## src/rtl/fir_output_resize.sv

```systemverilog
`default_nettype none
// ============================================================================
//  Module   : fir_output_resize
//  Brief    : Output scaler for the configurable FIR. Arithmetic right shift
//             with optional round-half-up, then saturation to signed
//             G_DOUT_WIDTH. Two-stage valid/ready pipeline with a global
//             stall, plus saturation statistics for tap-gain debug.
//  Revision : 1.0 - initial release
// ============================================================================
module fir_output_resize #(
  parameter int G_ACC_WIDTH   = 34,
  parameter int G_DOUT_WIDTH  = 16,
  parameter int G_SHIFT_WIDTH = 6
) (
  input  logic                     clk,
  input  logic                     reset,
  input  logic                     enable,
  input  logic [G_SHIFT_WIDTH-1:0] shift,
  input  logic                     round_en,
  input  logic [G_ACC_WIDTH-1:0]   din,
  input  logic                     din_valid,
  output logic                     din_ready,
  output logic [G_DOUT_WIDTH-1:0]  dout,
  output logic                     dout_valid,
  input  logic                     dout_ready,
  input  logic                     clear_stats,
  output logic [15:0]              sat_count,
  output logic                     sat_flag
);

  // Largest shift that still leaves the sign bit in the result.
  localparam logic [G_SHIFT_WIDTH-1:0] c_max_shift = G_SHIFT_WIDTH'(G_ACC_WIDTH - 1);
  localparam logic [G_ACC_WIDTH:0]     c_one       = (G_ACC_WIDTH + 1)'(1);
  // Output range limits expressed in the stage-1 (G_ACC_WIDTH+1 bit) domain.
  localparam logic signed [G_ACC_WIDTH:0] c_sat_max =
    {{(G_ACC_WIDTH - G_DOUT_WIDTH + 2){1'b0}}, {(G_DOUT_WIDTH - 1){1'b1}}};
  localparam logic signed [G_ACC_WIDTH:0] c_sat_min =
    {{(G_ACC_WIDTH - G_DOUT_WIDTH + 2){1'b1}}, {(G_DOUT_WIDTH - 1){1'b0}}};

  logic                           s1_valid_q, s1_valid_d;
  logic signed [G_ACC_WIDTH:0]    s1_data_q,  s1_data_d;
  logic                           dout_valid_q, dout_valid_d;
  logic [G_DOUT_WIDTH-1:0]        dout_q, dout_d;
  logic [15:0]                    sat_count_q, sat_count_d;
  logic                           sat_flag_q, sat_flag_d;

  logic                           advance;
  logic [G_SHIFT_WIDTH-1:0]       sh;
  logic [G_ACC_WIDTH:0]           rnd;
  logic signed [G_ACC_WIDTH:0]    din_ext;
  logic signed [G_ACC_WIDTH:0]    sum;
  logic signed [G_ACC_WIDTH:0]    shifted;
  logic                           sat_hi, sat_lo, sat_event;
  logic [G_DOUT_WIDTH-1:0]        sat_value;

  // Scale datapath: clamp the shift, add the rounding half, shift arithmetically.
  always_comb begin
    sh      = (shift > c_max_shift) ? c_max_shift : shift;
    rnd     = (round_en && (sh != '0)) ? (c_one << (sh - G_SHIFT_WIDTH'(1))) : '0;
    din_ext = {din[G_ACC_WIDTH-1], din};
    // One extra bit of headroom so the rounding add can never wrap.
    sum     = din_ext + rnd;
    shifted = sum >>> sh;
  end

  // Saturation of the stage-1 value to the signed output range.
  always_comb begin
    sat_hi    = (s1_data_q > c_sat_max);
    sat_lo    = (s1_data_q < c_sat_min);
    sat_value = s1_data_q[G_DOUT_WIDTH-1:0];
    if (sat_hi) begin
      sat_value = {1'b0, {(G_DOUT_WIDTH - 1){1'b1}}};
    end else if (sat_lo) begin
      sat_value = {1'b1, {(G_DOUT_WIDTH - 1){1'b0}}};
    end
  end

  // Pipeline control and next-state: global stall, flush on enable low.
  always_comb begin
    advance      = enable && !reset && (!dout_valid_q || dout_ready);
    s1_valid_d   = s1_valid_q;
    s1_data_d    = s1_data_q;
    dout_valid_d = dout_valid_q;
    dout_d       = dout_q;
    sat_event    = 1'b0;

    if (!enable) begin
      s1_valid_d   = 1'b0;
      dout_valid_d = 1'b0;
      dout_d       = '0;
    end else if (advance) begin
      s1_valid_d   = din_valid;
      if (din_valid) begin
        s1_data_d  = shifted;
      end
      dout_valid_d = s1_valid_q;
      if (s1_valid_q) begin
        dout_d     = sat_value;
        sat_event  = sat_hi || sat_lo;
      end
    end

    // Clear wins over a same-cycle saturation event; the counter sticks at max.
    sat_count_d = sat_count_q;
    sat_flag_d  = sat_flag_q;
    if (clear_stats) begin
      sat_count_d = '0;
      sat_flag_d  = 1'b0;
    end else if (sat_event) begin
      sat_flag_d  = 1'b1;
      if (sat_count_q != 16'hFFFF) begin
        sat_count_d = sat_count_q + 16'd1;
      end
    end
  end

  // State registers with synchronous reset.
  always_ff @(posedge clk) begin
    if (reset) begin
      s1_valid_q   <= 1'b0;
      s1_data_q    <= '0;
      dout_valid_q <= 1'b0;
      dout_q       <= '0;
      sat_count_q  <= '0;
      sat_flag_q   <= 1'b0;
    end else begin
      s1_valid_q   <= s1_valid_d;
      s1_data_q    <= s1_data_d;
      dout_valid_q <= dout_valid_d;
      dout_q       <= dout_d;
      sat_count_q  <= sat_count_d;
      sat_flag_q   <= sat_flag_d;
    end
  end

  assign din_ready  = advance;
  assign dout       = dout_q;
  assign dout_valid = dout_valid_q;
  assign sat_count  = sat_count_q;
  assign sat_flag   = sat_flag_q;

endmodule
`default_nettype wire

```

## config.mk

```make
export PLATFORM = sky130hd
export DESIGN_NAME = fir_output_resize
export DESIGN_NICKNAME = d
export VERILOG_FILES = /design/src/rtl/fir_output_resize.sv
export SDC_FILE = /design/constraint.sdc
export NUM_CORES = 1
export LEC_CHECK = 0
export ABC_AREA = 0
export CAP_MARGIN = 20
export CORE_UTILIZATION = 45
export DETAILED_ROUTE_END_ITERATION = 8
export PLACE_DENSITY = 0.75
export REMOVE_ABC_BUFFERS = 1
export SYNTH_ARGS = -nofsm -noshare
export SYNTH_HDL_FRONTEND = slang
export SYNTH_SLANG_ARGS = --single-unit
```

## constraint.sdc

```tcl
create_clock -name clk -period 8.3 [get_ports clk]
set_clock_uncertainty 0.2 [all_clocks]
set_input_delay 2.075 -clock clk [delete_from_list [all_inputs] [get_ports clk]]
set_output_delay 2.075 -clock clk [all_outputs]
set_load 0.05 [all_outputs]
```

## Yosys cells after proc, flatten, opt, wreduce, memory -nomap -nowiden

Index checks and enable logic that the tools add are counted.

- Register bits: 70
- Bits in latches: 0
- RAM bits: 0
- Bits in read-only memories: 0
- Input bits: 47
- Output and inout bits: 35
- Word-level logic and storage cells: 36
- Memories: 0

- Add/sub/neg operators: 3
- Multipliers: 0
- Div/mod/pow operators: 0
- $lt $le $gt $ge: 3
- Eq/ne operators: 1
- Shift-type cells: 2
- Multiplexer cells: 7
- Bitwise logic cells: 1
- Reductions and logical operators: 13

Operators by type and width:

| cell | number |
|---|---|
| adder 35 bit | 1 |
| > comparator 35 x 16 -> 1 bit (second input constant) | 1 |
| less-than comparator 35 x 16 -> 1 bit (second input constant) | 1 |
| 2-to-1 mux 35 bit | 1 |
| left shift 1 x 6 -> 35 bit (first input constant) | 1 |
| >>> shifter 35 x 6 -> 35 bit | 1 |
| 2-to-1 mux 16 bit | 2 |
| adder 16 x 1 -> 16 bit (second input constant) | 1 |
| != test 16 bit (second input constant) | 1 |
| > comparator 6 bit (second input constant) | 1 |
| 2-to-1 mux 6 bit | 1 |
| nonzero test 6 bit | 1 |
| subtractor 6 x 1 -> 6 bit (second input constant) | 1 |
| AND reduction 2 bit | 2 |
| OR reduction 2 bit | 2 |
| logical AND 1 bit | 3 |
| 2-to-1 mux 1 bit | 3 |
| AND reduction 3 bit | 1 |
| logical NOT 1 bit | 2 |
| logical OR 1 bit | 2 |
| NOT 1 bit | 1 |

## Longest topological paths before layout

- Depth after elaboration: 7
- Mapped depth: 22
- Gate-level depth less buffers: 17

## Worst setup path after synthesis

No wires, ideal clock.

- Kind: input port to flip-flop
- From: input port shift[4]
- To: register s1_data_q[4]
- Library setup time: 0.133 ns
- Data arrival time: 6.676 ns
- Data required time: 7.967 ns
- Path slack: 1.290 ns
- Cell stages on the path: 21
- Path buffers: 4
- Cells stage by stage: clkbuf_1 -> o41ai_1 -> nand2_1 -> clkbuf_1 -> clkbuf_1 -> nor3_1 -> xnor2_1 -> nand3_1 -> nor3_1 -> ha_1 -> nor2b_1 -> o31ai_2 -> a21oi_1 -> a31o_2 -> buf_6 -> a21oi_4 -> xnor2_1 -> a211oi_1 -> a22oi_1 -> a221oi_1 -> a311oi_1

- Longest elaborated chain between the ends: 7
- Elaborated cells between the ends (all ways): 9
- Classes of those cells: add/sub (2); order compare (1); shift (2); mux (2); reduce/logical (2)

RTL lines:

| what | RTL line | source |
|---|---|---|
| from (decl) | 18 | `input logic [G_SHIFT_WIDTH-1:0] shift,` |
| > comparator 6 bit | 58 | `sh = (shift > c_max_shift) ? c_max_shift : shift;` |
| 2-to-1 mux 6 bit * | 58 |  |
| subtractor 6 x 1 -> 6 bit / nonzero test 6 bit (equally long branches) | 59 | `rnd = (round_en && (sh != '0)) ? (c_one << (sh - G_SHIFT_WIDTH'(1))) : '0;` |
| left shift 1 x 6 -> 35 bit / logical AND 1 bit (equally long branches) | 59 |  |
| 2-to-1 mux 35 bit | 59 |  |
| adder 35 bit | 62 | `sum = din_ext + rnd;` |
| >>> shifter 35 x 6 -> 35 bit * | 63 | `shifted = sum >>> sh;` |
| to (signal assigned) | 128 | `s1_data_q <= s1_data_d;` |
| to (decl) | 41 | `logic signed [G_ACC_WIDTH:0] s1_data_q, s1_data_d;` |

Every way passes the cells marked *; elsewhere a longest branch is shown, timed or not.
A chain may end at the register's enable or synchronous reset.

## Final worst setup path

- From: input port shift[2]
- To: register s1_data_q[19]

The elaborated chain is that of the path after synthesis.

==> results.txt <==
----------------------------------------------------
[STA]
  Final setup violation count ... 0
  Transition time at the pin with the least slew margin ... 0.929 ns
  Final total negative setup slack ... 0 ns
  Max-slew headroom at the worst pin ... a little under two fifths
  Final Critical Period ... 7.72 ns
  Pins over their slew limit ... 0
  Fmax ... ~0.13 GHz
  Number of hold violations in the final report ... 0
  Unrepaired setup endpoints after global routing ... no
  Final critical-path share of the clock period ... ~93%

[GRT]
  Largest net degree at the start of global routing ... 42
  Via count of the first global-routing pass ... between 9,000 and 10,000
  First-pass GRT wire length ... roughly 48,000 µm
  GRT Total Usage ... roughly a third
  Global route total overflow ... 0
  Initial antenna violation count ... 0

[Drt]
  Number of detailed-routing iterations run before antenna repair ... 8
  Number of antenna-violating nets in the routed design ... 0
  Routed via count divided by cell count ... between 6 and 7
  Count of vias placed by the detailed router ... just over 10,000
  Initial DRC Count ... ~1,200
  Total DRC errors in the routed layout ... 0
  Avg WL per Cell ... about 21 µm
  Routed wire length ... roughly 31,000 µm

[Worst setup path]
  Arrival time worst endpoint ... just under 8 ns
  Critical Path Start ... shift[2]
  Worst R2R Start ... dout_valid
  Endpoint of the lowest-slack register-to-register path ... sat_count[9]
  Number of cell instances on the worst register-to-register path ... 8
  Register-to-register setup slack ... 5.08 ns
  Worst setup path category ... input pin to flop
  Worst path required time ... between 8 and 9 ns
  Critical Path Source Type ... input pin
  Crit end category ... flop
  Peak fanout along the critical path ... 9

[Placed design]
  HPWL Detailed ... 23,900 µm
  Routability congestion estimate from global placement ... 1.10
  Number of port buffers ... 81

[Floorplanning]
  Die footprint ... between 15,000 and 20,000 µm²
  Num ports ... 82
  Width of the chip ... 137 µm
  Starting utilization of the core area ... between 40% and 50%
  Chip height ... between 100 and 150 µm
  Std cell rows ... between 40 and 50
  Placeable Area ... 17,500 µm²

[Logic synthesis]
  Number of enable-type register cells in the synthesized netlist ... 0
  Most used flip-flop cell after synthesis ... dfxtp_1
  Register bit total from synthesis ... 70
  Fraction of registers with async set/reset ... 0%
  Count of unique library cells instantiated by Yosys ... 84
  Area share of the leading cell type in the synthesized netlist ... between 10% and 20%
  Yosys Warn Count ... 0
  Dominant cell type by area after synthesis ... dfxtp_1
  Average size of a mapped cell ... roughly 6.7 µm²
  Part of the Yosys area used for sequential elements ... 17.2%
  Area of the mapped netlist ... 8150 µm²
  Count leader, synth ... nor2_1
  Cell types with the highest counts after synthesis ... nor2_1 (152), nand2_1 (125), a21oi_1 (97)
  Leading cell types by total area after synthesis ... dfxtp_1 (17%), nor2_1 (7.0%), a21oi_1 (6.0%)
  Gate count of the mapped netlist ... approximately 1,200

[Clock tree]
  TritonCTS clock tree ... yes
  Number of sinks handled by clock tree synthesis ... 70
  Maximum root-to-sink buffer count ... 2
  Number of CTS-inserted buffers ... 9
  Clock network latency to the later pin of the worst-skew pair ... about 0.33 ns
  Clock-pin slew of the registers on the worst-case setup and hold paths ... 0.06 ns
  Maximum level of the CTS H-tree ... 3
  Clock Root Buffer ... clkbuf_16

[Worst hold path]
  Path category of the worst min-delay check ... flop to flop
  HP Start ... dout[15]
  Hold Path Sink ... dout[15]
  Hold Crit Depth ... 2

[Final layout]
  Fraction of final layout cells with drive strength greater than 1 ... under 10%
  Count of inserted antenna diode cells ... 0
  Area added between synthesis and finish ... 17.0%
  Final net count ... between 1,000 and 1,500

[Power and ir drop]
  Max rail drop VDD ... between 0.15 and 0.2 mV
  Power density over the cells ... ~120 nW/µm²
  Leakage power ... approximately 3.4 nW
  Total power of the final layout ... approximately 1.1 mW

[Flow run]
  Maxcap violations ... 0

[Outcome]
  Status ... completed

----------------------------------------------------
-- power breakdown --
part           internal [mW]  switching (mW)
registers              0.349         0.00853
logic                  0.125           0.232
clock network          0.264           0.138
total                  0.738           0.379
-- repair_timing --
| item | CTS | global route |
|---|---|---|
| setup buffers | 0 | 0 |
| setup endpoints to repair | 0 | 1 |
| hold buffers | 0 | 0 |
| resized for setup | 0 | 1 |
| endpoints found under the hold margin | 0 | 0 |
-- placed cells by master, fill, tap and decap left out, types with 18 or more instances in the layout --
| master | count |
|---|---|
| buf_4 | 44 |
| o211ai_1 | 44 |
| a31oi_1 | 18 |
| a21oi_1 | 97 |
| dfxtp_1 | 70 |
| nand2_1 | 125 |
| nand3_1 | 63 |
| nor2_1 | 152 |
| a211oi_1 | 21 |
| nand4_1 | 26 |
| o21ai_0 | 96 |
| ha_1 | 35 |
| nor3_1 | 53 |
| clkdlybuf4s50_1 | 81 |
-- registers in the layout, summed over array words and instances, names as in the netlist --
signal / cells
s1_data_q: 35
dout: 16
sat_count: 16
dout_valid: 1
s1_valid_q: 1
sat_flag: 1
-- area by class of cell --
class	instances	area (µm²)
inverters	17	63.8
fillers	1733	7940
well taps	225	282
flip-flops and latches	70	1400
clock inverters	3	40.0
repair buffers	125	1140
multi-input cells	1038	6330
clock buffers	13	280
-- layer usage --
metal	up-vias	GRT usage [%]	wire length, µm
met5	-	0	0
met4	0	16.7	1710
met3	136	4.44	3230
met2	722	53.6	13700
met1	4707	43.3	12600
li1	4724	-	-
-- per-stage QoR --
stage / area, µm² / util (%) / setup slack, ns / hold WS [ns] / cells
2_1_floorplan: 7790 / - / 1.16 / 0.243 / 1125
3_3_place_gp: 9210 / 52.7 / 0.328 / 0.243 / 1474
3_5_place_dp: 9210 / 52.7 / 0.313 / 0.248 / 1474
4_1_cts: 9530 / 54.5 / 0.668 / 0.255 / 1490
5_1_grt: 9540 / 54.6 / 0.189 / 0.290 / 1491
6_report: 9540 / 54.6 / 0.577 / 0.253 / 1491
-- kinds of logic (layout without fill, tap and decap cells) --
kind of cell             after synthesis  after routing  share of synthesized area [%]
multiplexers                          16             16                           1.98
AND/OR/NAND/NOR                      517            517                           30.0
adder cells (fa/ha/maj)               36             36                           5.62
flip-flops                            70             70                           17.2
AO/OA/AOI/OAI                        441            441                           37.0
XOR/XNOR                              27             27                           2.90
other                                  1              1                         0.0460
buffers and inverters                103            158                           5.26
-- worst max path at each step --
| stage | endpoint | slack [ns] |
|---|---|---|
| 2_1_floorplan | s1_data_q[10] | 1.16 |
| 3_3_place_gp | s1_data_q[19] | 0.33 |
| 3_5_place_dp | s1_data_q[19] | 0.31 |
| 4_1_cts | s1_data_q[19] | 0.67 |
| 5_1_grt | s1_data_q[4] | 0.19 |
| 6_report | s1_data_q[19] | 0.58 |
-- critical path, stage by stage --
cell and delay (ns):
clkdlybuf4s50_1 0.51, o41ai_1 0.53, nand2_1 0.12, or3_1 0.40, and3_1 0.20, o21ai_0 0.27, buf_4 0.22, nor2_1 0.05
ha_1 0.41, a21oi_1 0.22, o21ai_0 0.26, a211oi_1 0.42, a21oi_1 0.18, nor4_2 0.51, or2_1 0.47, o211ai_1 0.28
a2111oi_0 0.49, nor4_1 0.10
No activity file was read; power rests on OpenSTA's default activity.
